<file path="src/rtl/cmp_flag_resolver_if.sv">
// rtl/cmp_flag_resolver_if.sv - request/result handshake bundle for cmp_flag_resolver
interface cmp_flag_resolver_if #(
  parameter int TAG_W = 4
);
  logic             iValid;
  logic             oReady;
  logic [2:0]       iFlags;
  logic [2:0]       iCond;
  logic [TAG_W-1:0] iTag;
  logic             oValid;
  logic             iReady;
  logic             oTaken;
  logic             oErr;
  logic [TAG_W-1:0] oTag;

  modport slave (
    input  iValid, iFlags, iCond, iTag, iReady,
    output oReady, oValid, oTaken, oErr, oTag
  );

  modport master (
    output iValid, iFlags, iCond, iTag, iReady,
    input  oReady, oValid, oTaken, oErr, oTag
  );
endinterface

</file>
<file path="src/rtl/cmp_flag_resolver.sv">
// rtl/cmp_flag_resolver.sv - resolves condition codes against {lt,eq,gt} flags through a 2-entry skid buffer
// Optional taken/error statistics counters enabled by CMP_FLAG_STATS_EN.
module cmp_flag_resolver #(
  parameter int TAG_W = 4
`ifdef CMP_FLAG_STATS_EN
  , parameter int CNT_W = 16
`endif
) (
  input  logic iClk,
  input  logic iRstN,
  cmp_flag_resolver_if.slave io
`ifdef CMP_FLAG_STATS_EN
  , output logic [CNT_W-1:0] oTakenCnt
  , output logic [CNT_W-1:0] oErrCnt
`endif
);

  typedef enum logic [1:0] {
    S_EMPTY = 2'd0,
    S_ONE   = 2'd1,
    S_TWO   = 2'd2
  } state_t;

  state_t           r_state;
  logic             r_valid;
  logic             r_ready;
  logic             r_head_taken;
  logic             r_head_err;
  logic [TAG_W-1:0] r_head_tag;
  logic             r_tail_taken;
  logic             r_tail_err;
  logic [TAG_W-1:0] r_tail_tag;

  logic w_accept;
  logic w_pop;
  logic w_gt;
  logic w_eq;
  logic w_lt;
  logic w_err;
  logic w_cond_true;
  logic w_taken;

  assign w_gt     = io.iFlags[0];
  assign w_eq     = io.iFlags[1];
  assign w_lt     = io.iFlags[2];
  assign w_accept = io.iValid & r_ready;
  assign w_pop    = r_valid & io.iReady;
  assign w_err    = (io.iFlags != 3'b001) && (io.iFlags != 3'b010) && (io.iFlags != 3'b100);

  always_comb begin
    w_cond_true = 1'b0;
    case (io.iCond)
      3'd0:    w_cond_true = w_eq;
      3'd1:    w_cond_true = !w_eq;
      3'd2:    w_cond_true = w_lt;
      3'd3:    w_cond_true = w_gt | w_eq;
      3'd4:    w_cond_true = w_gt;
      3'd5:    w_cond_true = w_lt | w_eq;
      3'd6:    w_cond_true = 1'b1;
      default: w_cond_true = 1'b0;
    endcase
  end

  // A malformed flag vector overrides every condition, ALWAYS included.
  assign w_taken = !w_err && w_cond_true;

  // Head entry drives the outputs directly, so they only move on a pop or a fill from empty.
  always_ff @(posedge iClk or negedge iRstN) begin
    if (!iRstN) begin
      r_state      <= S_EMPTY;
      r_valid      <= 1'b0;
      r_ready      <= 1'b1;
      r_head_taken <= 1'b0;
      r_head_err   <= 1'b0;
      r_head_tag   <= '0;
      r_tail_taken <= 1'b0;
      r_tail_err   <= 1'b0;
      r_tail_tag   <= '0;
    end else begin
      case (r_state)
        S_EMPTY: begin
          if (w_accept) begin
            r_head_taken <= w_taken;
            r_head_err   <= w_err;
            r_head_tag   <= io.iTag;
            r_valid      <= 1'b1;
            r_state      <= S_ONE;
          end
        end
        S_ONE: begin
          if (w_accept && !w_pop) begin
            r_tail_taken <= w_taken;
            r_tail_err   <= w_err;
            r_tail_tag   <= io.iTag;
            r_ready      <= 1'b0;
            r_state      <= S_TWO;
          end else if (w_pop && !w_accept) begin
            r_valid <= 1'b0;
            r_state <= S_EMPTY;
          end else if (w_accept && w_pop) begin
            r_head_taken <= w_taken;
            r_head_err   <= w_err;
            r_head_tag   <= io.iTag;
          end
        end
        S_TWO: begin
          if (w_pop) begin
            r_head_taken <= r_tail_taken;
            r_head_err   <= r_tail_err;
            r_head_tag   <= r_tail_tag;
            r_ready      <= 1'b1;
            r_state      <= S_ONE;
          end
        end
        default: begin
          r_valid <= 1'b0;
          r_ready <= 1'b1;
          r_state <= S_EMPTY;
        end
      endcase
    end
  end

  assign io.oValid = r_valid;
  assign io.oReady = r_ready;
  assign io.oTaken = r_head_taken;
  assign io.oErr   = r_head_err;
  assign io.oTag   = r_head_tag;

`ifdef CMP_FLAG_STATS_EN
  logic [CNT_W-1:0] r_taken_cnt;
  logic [CNT_W-1:0] r_err_cnt;

  // Saturating counters sampled on the delivered (popped) head entry.
  always_ff @(posedge iClk or negedge iRstN) begin
    if (!iRstN) begin
      r_taken_cnt <= '0;
      r_err_cnt   <= '0;
    end else if (w_pop) begin
      if (r_head_taken && (r_taken_cnt != {CNT_W{1'b1}})) begin
        r_taken_cnt <= r_taken_cnt + 1'b1;
      end
      if (r_head_err && (r_err_cnt != {CNT_W{1'b1}})) begin
        r_err_cnt <= r_err_cnt + 1'b1;
      end
    end
  end

  assign oTakenCnt = r_taken_cnt;
  assign oErrCnt   = r_err_cnt;
`endif

endmodule

</file>
<file path="src/flat_wrapper.sv">
// flat-port wrapper written by rule: the top's interface ports become plain ports
module cmp_flag_resolver_flat 
#(
  parameter int TAG_W = 4

)
  (iClk, iRstN, io_iValid, io_iFlags, io_iCond, io_iTag, io_iReady, io_oReady, io_oValid, io_oTaken, io_oErr, io_oTag);
  cmp_flag_resolver_if #(.TAG_W(TAG_W)) io_i ();
  input  logic iClk;
  input  logic iRstN;
  input wire logic [$bits(io_i.iValid)-1:0] io_iValid;
  input wire logic [$bits(io_i.iFlags)-1:0] io_iFlags;
  input wire logic [$bits(io_i.iCond)-1:0] io_iCond;
  input wire logic [$bits(io_i.iTag)-1:0] io_iTag;
  input wire logic [$bits(io_i.iReady)-1:0] io_iReady;
  output wire logic [$bits(io_i.oReady)-1:0] io_oReady;
  output wire logic [$bits(io_i.oValid)-1:0] io_oValid;
  output wire logic [$bits(io_i.oTaken)-1:0] io_oTaken;
  output wire logic [$bits(io_i.oErr)-1:0] io_oErr;
  output wire logic [$bits(io_i.oTag)-1:0] io_oTag;
  assign io_i.iValid = io_iValid;
  assign io_i.iFlags = io_iFlags;
  assign io_i.iCond = io_iCond;
  assign io_i.iTag = io_iTag;
  assign io_i.iReady = io_iReady;
  assign io_oReady = io_i.oReady;
  assign io_oValid = io_i.oValid;
  assign io_oTaken = io_i.oTaken;
  assign io_oErr = io_i.oErr;
  assign io_oTag = io_i.oTag;
  cmp_flag_resolver #(.TAG_W(TAG_W)) u_core (.iClk(iClk), .iRstN(iRstN), .io(io_i));
endmodule
</file>
<file path="config.mk">
export PLATFORM = sky130hd
export DESIGN_NAME = cmp_flag_resolver_flat
export DESIGN_NICKNAME = d
export VERILOG_FILES = /design/src/rtl/cmp_flag_resolver_if.sv /design/src/rtl/cmp_flag_resolver.sv /design/src/flat_wrapper.sv
export SDC_FILE = /design/constraint.sdc
export NUM_CORES = 1
export LEC_CHECK = 0
export CAP_MARGIN = 40
export CORE_MARGIN = 2
export CORE_UTILIZATION = 50
export CTS_BUF_LIST = sky130_fd_sc_hd__clkbuf_8 sky130_fd_sc_hd__clkbuf_16
export DETAILED_ROUTE_END_ITERATION = 7
export PLACE_DENSITY = 0.82
export SLEW_MARGIN = 20
export SYNTH_ARGS = -nofsm -noshare
export SYNTH_HDL_FRONTEND = slang
export SYNTH_SLANG_ARGS = --single-unit
</file>
<file path="constraint.sdc">
create_clock -name iClk -period 2.7 [get_ports iClk]
set_input_delay 0.27 -clock iClk [delete_from_list [all_inputs] [get_ports iClk]]
set_output_delay 0.27 -clock iClk [all_outputs]
set_load 0.02 [all_outputs]
</file>
==> metrics.txt, run 1 <==
status=complete, no violations; CP Buf/Inv Count=1; endpoints failing setup=0; power density cells=427 nW/um^2; Final GP Congestion=0.896; post-synthesis area per instance=10.1 sq um; fillers=127; flops & latches, synth=16; post-route cell area=1090 sq um; Clk pin slew, worst setup/hold paths=0.06 ns; DP Area=1040 sq um; Worst path slowest cell=o31ai_2; CTS Hold Buffers Added=0; routed length on met2=843 microns; clock root cell=clkbuf_8; Row Count=14; overall power=464 uW; top cells by area, synth=dfrtp_1, mux2_1, a21oi_1, mux2i_1, nor2_1; WL/cell=14.6 microns; Top Metal Used=met4; GR Overflow Total=0; Yosys warnings=0; CTS tree=done; max incr delay on CP=0.65 ns; first-pass detailed-route iteration total=4; final worst path period share=65.9%; crit path time final=1.78 ns; total CTS buffers=3; syn_nets=96; fmax=562 MHz; Post-Route Skew=0.00436 ns; DPL Wire Length=1.30 mm; vias in the first global route=711; worst path cell trace=clkdlybuf4s50_1 -> a21boi_2 -> o31ai_2 -> nor2_1 -> a211oi_2; Final Slew Violations=0; R2R cell count=4; Ant. Diodes=0; DRC errors left=0; Post-Syn Instances=82; Iter 0 DRT Violations=7; first-pass GRT wire length=3.01 mm; fraction of layout cells with a size suffix above 1=8.65%; via count=696; clock sinks=16; Crit Path Max Fanout=11; IO Port Bufs=21; die area=1990 sq um; Seq. cell area=402 sq um; Final Util=71.3%; P_leak=0.000481 uW; Setup crit start kind=input pin; Clock Latency Late Sink=0.25 ns; IO Count=22; largest net degree at the start of global routing=17; WL met1=818 microns; worst hold margin=0.437 ns; sequential area share after synthesis=48.6%; Worst Path Class, Setup=in2reg; CP delay by family, top=compound AO/OA/AOI/OAI gates; setup TNS=0 ns; final hold viol count=0; metal3 WL=72 microns; Multi-input gate area=402 sq um; area leader, netlist=dfrtp_1; initial antenna violation count=0; Worst slew margin=50.9%; Die H=44.6 microns; RSZ-0062 raised after global routing=no; class of the worst hold path=in2async; crit path DAT=1.94 ns; all-layer global routing usage=20.9%; die width=44.6 microns; synthesized area=826 sq um; worst r2r src=u_core.io.oReady$_DFFE_PN1P_; top cell type's share of synthesized area=45.5%; Levels on crit path=5; Slew @ Worst Pin=0.732 ns; flop2flop setup slack=0.97 ns; core area=1520 sq um; reg2reg end=u_core.io.oTaken$_DFFE_PN0P_; MaxCap Viol Count=0; cts repair resizes=0; final wirelength=1.75 mm; clk buf depth=2; Antenna Violating Nets Remaining=0; Critical Path Sink=u_core.io.oTaken$_DFFE_PN0P_; nets=119; Area growth, synth to finish=31.5%; Cell variety after synth=32; CP endpoint kind=register; Worst EP required=2.86 ns; Via density=5.80; worst vdd ir=370 uV; Initial Utilization=54.2%; H-tree Lvls=1; setup bufs post-CTS=0; Critical Path Start=io_iReady
[worst min path at each step]
| stage | start | endpoint | cells after the start |
|---|---|---|---|
| 6_report | iRstN | u_core.io.oValid$_DFFE_PN0P_ | 1 |
| 5_1_grt | u_core.r_tail_err$_DFFE_PN0P_ | u_core.r_tail_err$_DFFE_PN0P_ | 1 |
| 4_1_cts | iRstN | u_core.io.oValid$_DFFE_PN0P_ | 1 |
| 3_5_place_dp | u_core.r_tail_err$_DFFE_PN0P_ | u_core.r_tail_err$_DFFE_PN0P_ | 1 |
| 3_3_place_gp | u_core.r_tail_err$_DFFE_PN0P_ | u_core.r_tail_err$_DFFE_PN0P_ | 1 |
| 2_1_floorplan | iRstN | u_core.io.oErr$_DFFE_PN0P_ | 0 |
[cell usage in the layout, fill, tap and decap left out, types with 2 or more instances in the layout]
cell type	netlist	routed
mux2i_1	4	4
mux2_1	4	4
clkdlybuf4s50_1	0	21
a21oi_1	8	8
nor2_1	10	10
o21ai_0	2	2
nand3b_1	2	2
nand2b_1	2	2
nand2_1	8	8
a31oi_1	3	3
clkbuf_8	0	3
inv_1	2	3
dfrtp_1	15	15
[cell type report]
type	count	area share, %
clock buffer	3	3.80
clock inverter	1	0.346
inverter	2	0.691
multi-input combinational	61	37.0
sequential	16	37.0
tap	16	1.84
timing repair buffer	21	19.4
[logic make-up after synthesis]
group           Yosys count  share of synthesized area [%]
simple gates             29                           18.0
compound gates           22                           18.2
flops                    16                           48.6
mux                       8                           10.3
buf+inv                   5                           2.73
xor+xnor                  2                           2.12
[sequential cells by signal, summed over array words and instances (netlist names)]
signal,cells
u_core.io.oErr,1
u_core.io.oReady,1
u_core.io.oTag,4
u_core.io.oTaken,1
u_core.io.oValid,1
u_core.r_state,2
u_core.r_tail_err,1
u_core.r_tail_tag,4
u_core.r_tail_taken,1
[synth_stat cells (all sizes together)]
cell / count
a211o: 1
a211oi: 2
a21boi: 1
a21o: 1
a21oi: 8
a31oi: 3
and3b: 1
buf: 2
clkbuf: 1
dfrtp: 15
dfstp: 1
inv: 2
mux2: 4
mux2i: 4
nand2: 9
nand2b: 2
nand3b: 2
nand4b: 1
nor2: 10
nor2b: 1
nor3: 1
nor4b: 1
o21ai: 3
o22ai: 1
o31ai: 1
o32ai: 1
or4b: 1
xnor2: 1
xor2: 1
[layer usage]
layer / global-route usage (%) / vias up
met5: 0 / -
met4: 5.45 / 0
met3: 4.90 / 2
met2: 33.0 / 17
met1: 28.8 / 336
li1: - / 341
[power by group]
group | internal [uW] | switching, uW | total [uW]
sequential | 240 | 0 | 240
clock | 101 | 80.9 | 182
combinational | 23.8 | 18.4 | 42.1
total | 364 | 99.3 | 464
[metrics by stage]
step | setup slack (ns) | cells
after floorplan | 1.31 | 82
after global routing | 0.783 | 120
final | 0.920 | 120
after detailed placement | 0.687 | 116
after CTS | 0.935 | 120
after global placement | 0.810 | 116
[worst reg2reg max path: stages (launching register included)]
cell and delay (ns):
dfstp_2 0.56, nand2_1 0.14, o31ai_2 0.63, nor2_1 0.13
a211oi_2 0.19
(Power assumes the default switching activity.)
==> inputs of run 2 (changes only) <==
--- a/config.mk
+++ b/config.mk
@@ -7,10 +7,10 @@
 export LEC_CHECK = 0
 export CAP_MARGIN = 40
 export CORE_MARGIN = 2
-export CORE_UTILIZATION = 50
+export CORE_UTILIZATION = 42
 export CTS_BUF_LIST = sky130_fd_sc_hd__clkbuf_8 sky130_fd_sc_hd__clkbuf_16
 export DETAILED_ROUTE_END_ITERATION = 7
-export PLACE_DENSITY = 0.82
+export PLACE_DENSITY = 0.74
 export SLEW_MARGIN = 20
 export SYNTH_ARGS = -nofsm -noshare
 export SYNTH_HDL_FRONTEND = slang
==> constraint.sdc (replaced) <==
create_clock -name iClk -period 1.5 [get_ports iClk]
set_input_delay 0.15 -clock iClk [delete_from_list [all_inputs] [get_ports iClk]]
set_output_delay 0.15 -clock iClk [all_outputs]
set_load 0.02 [all_outputs]
==> run 2 against run 1 <==
Against the previous run:
- clock-buffer cell count increased by 1
- global-route usage shrank 2.9 points
- final cell count is 23% higher
- clock skew shrank 0.0025 ns
- non-clock buffer count rose by 17
- hold slack worse by 0.23 ns
- first-iteration DRC count is 100% higher
- final area up 15%
- routed wire length rose by 10%
- critical path type is now reg2reg
- critical endpoint is now u_core.r_tail_tag[1]$_DFFE_PN0P_
==> metrics.txt, run 2 (synthesis results as in run 1) <==
worst vdd ir=520 uV; largest net degree at the start of global routing=10; max incr delay on CP=0.46 ns; Worst Path Class, Setup=reg2reg; total CTS buffers=3; clock root cell=clkbuf_8; Setup crit start kind=register; Worst path slowest cell=dfrtp_1; setup bufs post-CTS=0; DPL Wire Length=1.45 mm; final hold viol count=0; fraction of layout cells with a size suffix above 1=22.3%; IO Port Bufs=21; Clk pin slew, worst setup/hold paths=0.06 ns; Crit Path Max Fanout=8; WL/cell=13.0 microns; Initial Utilization=43.4%; RSZ-0062 raised after global routing=no; power density cells=723 nW/um^2; clock sinks=16; die area=2340 sq um; most frequent cells in the layout=clkdlybuf4s50_1, buf_4, dfrtp_1, nor2_1; Final Slew Violations=0; Setup WS post-layout=0.0742 ns; DRC errors left=0; Ant. Diodes=0; MaxCap Viol Count=0; first-pass detailed-route iteration total=4; setup TNS=0 ns; Clock Latency Late Sink=0.25 ns; P_leak=0.000578 uW; Final Util=65.4%; final wirelength=1.93 mm; all-layer global routing usage=18.0%; DP Area=1180 sq um; post-route cell area=1240 sq um; Die H=48.3 microns; Row Count=16; core area=1900 sq um; first-pass GRT wire length=3.28 mm; GR Overflow Total=0; class of the worst hold path=in2async; die width=48.3 microns; Iter 0 DRT Violations=14; Area growth, synth to finish=50.6%; Slew @ Worst Pin=0.430 ns; Worst slew margin=71.3%; Post-Route Skew=0.00186 ns; endpoints failing setup=0; crit path time final=1.43 ns; crit path DAT=1.55 ns; Setup WS pre-CTS=-0.101 ns; via count=778; Final GP Congestion=0.874; final worst path period share=95.1%; initial antenna violation count=0; fillers=155; IO Count=22; vias in the first global route=747; nets=136; CP endpoint kind=register; H-tree Lvls=1; worst path cell trace=a21boi_2 -> nand2_2 -> mux2_1; CP Buf/Inv Count=0; most common cell after layout, fill and taps aside=clkdlybuf4s50_1; CP delay by family, top=flip-flops; Antenna Violating Nets Remaining=0; status=complete, no violations; fmax=701 MHz; Worst EP required=1.63 ns; clk buf depth=2; Via density=5.26; CTS tree=done
run 2: layer usage:
layer	track usage, %	part of all wire (%)	vias to the layer above
met1	23.2	45	383
met2	28.9	49	17
met4	8.57	1.5	0
met5	0	0	-
met3	3.70	3.7	4
li1	-	-	374
run 2: power by group:
part / total (uW) / internal, uW / switching [uW]
Sequential: 432 / 432 / 0
Clock: 379 / 233 / 146
Combinational: 88.9 / 52.7 / 36.2
run 2: path summary, 6_finish.rpt:
kind | slack, ns | cells after the start | to | startpoint
min in group iClk | 0.48 | 1 | u_core.r_tail_err$_DFFE_PN0P_ | u_core.r_tail_err$_DFFE_PN0P_
max in group asynchronous | 0.82 | 2 | u_core.r_tail_tag[0]$_DFFE_PN0P_ | iRstN
worst max-delay path | 0.07 | 3 | u_core.r_tail_tag[1]$_DFFE_PN0P_ | u_core.io.oValid$_DFFE_PN0P_
worst min register to register | 0.48 | 1 | u_core.r_tail_err$_DFFE_PN0P_ | u_core.r_tail_err$_DFFE_PN0P_
worst max register to register | 0.07 | 3 | u_core.r_tail_tag[1]$_DFFE_PN0P_ | u_core.io.oValid$_DFFE_PN0P_
worst min-delay path | 0.21 | 1 | u_core.r_state[0]$_DFFE_PN0P_ | iRstN
run 2: what timing repair did:
item	4_1_cts	5_1_grt
endpoints found under the setup margin	2	2
gates resized for setup	2	1
hold buffers	0	0
run 2: through the flow:
stage / total power, uW / hold WS [ns] / std cells
after floorplan: 461 / -0.146 / 82
after global placement: 526 / 0.458 / 144
after detailed placement: 528 / 0.472 / 144
after CTS: 906 / 0.216 / 148
after global routing: 936 / 0.233 / 148
final: 900 / 0.206 / 148
run 2: cell type report:
type	count	area (sq um)	area share, %
clock buffer	4	55.1	4.43
inverter	2	7.51	0.604
multi-input combinational	61	410	33.0
sequential	16	402	32.3
tap	27	33.8	2.72
timing repair buffer	38	335	27.0
==> inputs of run 3 (changes only) <==
--- a/config.mk
+++ b/config.mk
@@ -10,7 +10,7 @@
 export CORE_UTILIZATION = 42
 export CTS_BUF_LIST = sky130_fd_sc_hd__clkbuf_8 sky130_fd_sc_hd__clkbuf_16
 export DETAILED_ROUTE_END_ITERATION = 7
-export PLACE_DENSITY = 0.74
+export PLACE_DENSITY = 0.71
 export SLEW_MARGIN = 20
 export SYNTH_ARGS = -nofsm -noshare
 export SYNTH_HDL_FRONTEND = slang
==> run 3 against run 2 <==
Against the previous run:
- final cell count shrank 0.68%
- sequential cell count is the same
- via count shrank 3.2%
- hold slack gained 0.026 ns
- maximum frequency grew 4.6%
- critical path type unchanged
- highest routed layer is now met3
==> metrics.txt, run 3 (synthesis results as in run 1) <==
status=complete, no violations; WL/cell=12.3 microns; Area growth, synth to finish=49.5%; Row Count=16; MaxCap Viol Count=0; die width=48.3 microns; DPL Wire Length=1.40 mm; fillers=157; Clk pin slew, worst setup/hold paths=0.06 ns; CTS tree=done; Die H=48.3 microns; Clock Latency Late Sink=0.25 ns; Final Slew Violations=0; IO Port Bufs=21; RSZ-0062 raised after global routing=no; first-pass GRT wire length=3.18 mm; fmax=734 MHz; Slew @ Worst Pin=0.356 ns; Initial Utilization=43.4%; Ant. Diodes=0; setup bufs post-CTS=0; crit path DAT=1.53 ns; crit path time final=1.36 ns; total CTS buffers=3; Via density=5.12; Final Instance Count excl. Fillers=147; clock root cell=clkbuf_8; H-tree Lvls=1; largest net degree at the start of global routing=17; DP Area=1170 sq um; Iter 0 DRT Violations=15; first-pass detailed-route iteration total=4; most common cell after layout, fill and taps aside=clkdlybuf4s50_1; post-route cell area=1230 sq um; most frequent cells in the layout=clkdlybuf4s50_1, buf_4, dfrtp_1, nor2_1; DRC errors left=0; fraction of layout cells with a size suffix above 1=21.7%; Crit Path Max Fanout=8; Critical Path Sink=u_core.io.oTag[3]$_DFFE_PN0P_; Worst slew margin=75.9%; flop2flop setup slack=0.14 ns; worst r2r src=u_core.r_state[0]$_DFFE_PN0P_; worst vdd ir=429 uV; CP endpoint kind=register; Post-Route Skew=0.000724 ns; dpl cells=143; initial antenna violation count=0; IO Count=22; R2R cell count=5; power density cells=729 nW/um^2; Critical Path Start=u_core.r_state[0]$_DFFE_PN0P_; core area=1900 sq um; all-layer global routing usage=17.3%; via count=753; class of the worst hold path=in2async; die area=2340 sq um; Final GP Congestion=0.762; GR Overflow Total=0; nets=135; Worst EP required=1.67 ns; endpoints failing setup=0; final worst path period share=90.8%; Worst Path Class, Setup=reg2reg; final hold viol count=0; reg2reg end=u_core.io.oTag[3]$_DFFE_PN0P_; CTS Hold Buffers Added=0; final wirelength=1.81 mm; Setup crit start kind=register; clock sinks=16; P_leak=0.000572 uW; Antenna Violating Nets Remaining=0; vias in the first global route=761; clk buf depth=2
## run 3: changes by cell type in the layout (fill, tap and decap cells not counted)
cell and delta:
a21boi_4 +1, buf_4 -1, a21boi_2 -1, o31ai_2 +1, o31ai_4 -1
## run 3: worst max-delay path, stage by stage, from the launching register on
cell	delay, ns
dfrtp_1	0.45
a21boi_4	0.19
o31ai_2	0.28
buf_4	0.21
nor2_1	0.05
a21oi_1	0.12
## run 3: cell type report
cell class / instances / area, sq um / share of cell area (%)
multi-input cells: 61 / 409 / 33.1
flip-flops and latches: 16 / 402 / 32.5
repair buffers: 37 / 328 / 26.5
clock buffers: 4 / 55.1 / 4.46
well taps: 27 / 33.8 / 2.74
inverters: 2 / 7.51 / 0.608
## run 3: worst min-delay path by stage
stage                                            end  depth (start not counted)
finish              u_core.r_tail_tag[0]$_DFFE_PN0P_                          2
global route           u_core.io.oTag[0]$_DFFE_PN0P_                          2
CTS                    u_core.io.oTag[0]$_DFFE_PN0P_                          2
detailed placement     u_core.r_tail_err$_DFFE_PN0P_                          1
global placement       u_core.r_tail_err$_DFFE_PN0P_                          1
floorplan                 u_core.io.oErr$_DFFE_PN0P_                          0
## run 3: where the power goes
group / switching (uW) / leakage [uW] / internal, uW / total (uW)
logic: 35.3 / 0.000323 / 52.7 / 88.1
clock network: 148 / 0.0000288 / 233 / 380
registers: 0 / 0.000220 / 432 / 432
## run 3: layer usage
layer / wire length (microns) / vias up / global-route usage [%]
li1: - / 372 / -
met1: 789 / 368 / 19.7
met2: 969 / 13 / 31.7
met3: 55 / 0 / 3.40
met4: 0 / 0 / 7.14
met5: 0 / - / 0
## run 3: timing repair
item / in CTS / in global routing
resized for setup: 2 / 1
endpoints found under the setup margin: 2 / 10
endpoints found under the hold margin: 0 / 0
cloned: 0 / 0
## run 3: metrics by stage
step | hold slack (ns) | worst slack, ns | total power (uW) | TNS [ns] | utilization, %
after floorplan | -0.146 | 0.113 | 461 | 0 | -
after global placement | 0.460 | -0.0688 | 525 | -0.0904 | 61.8
after detailed placement | 0.478 | -0.114 | 527 | -0.215 | 61.8
after CTS | 0.233 | 0.0825 | 910 | 0 | 64.5
after global routing | 0.257 | 0.00167 | 934 | 0 | 64.9
final | 0.232 | 0.138 | 900 | 0 | 64.9
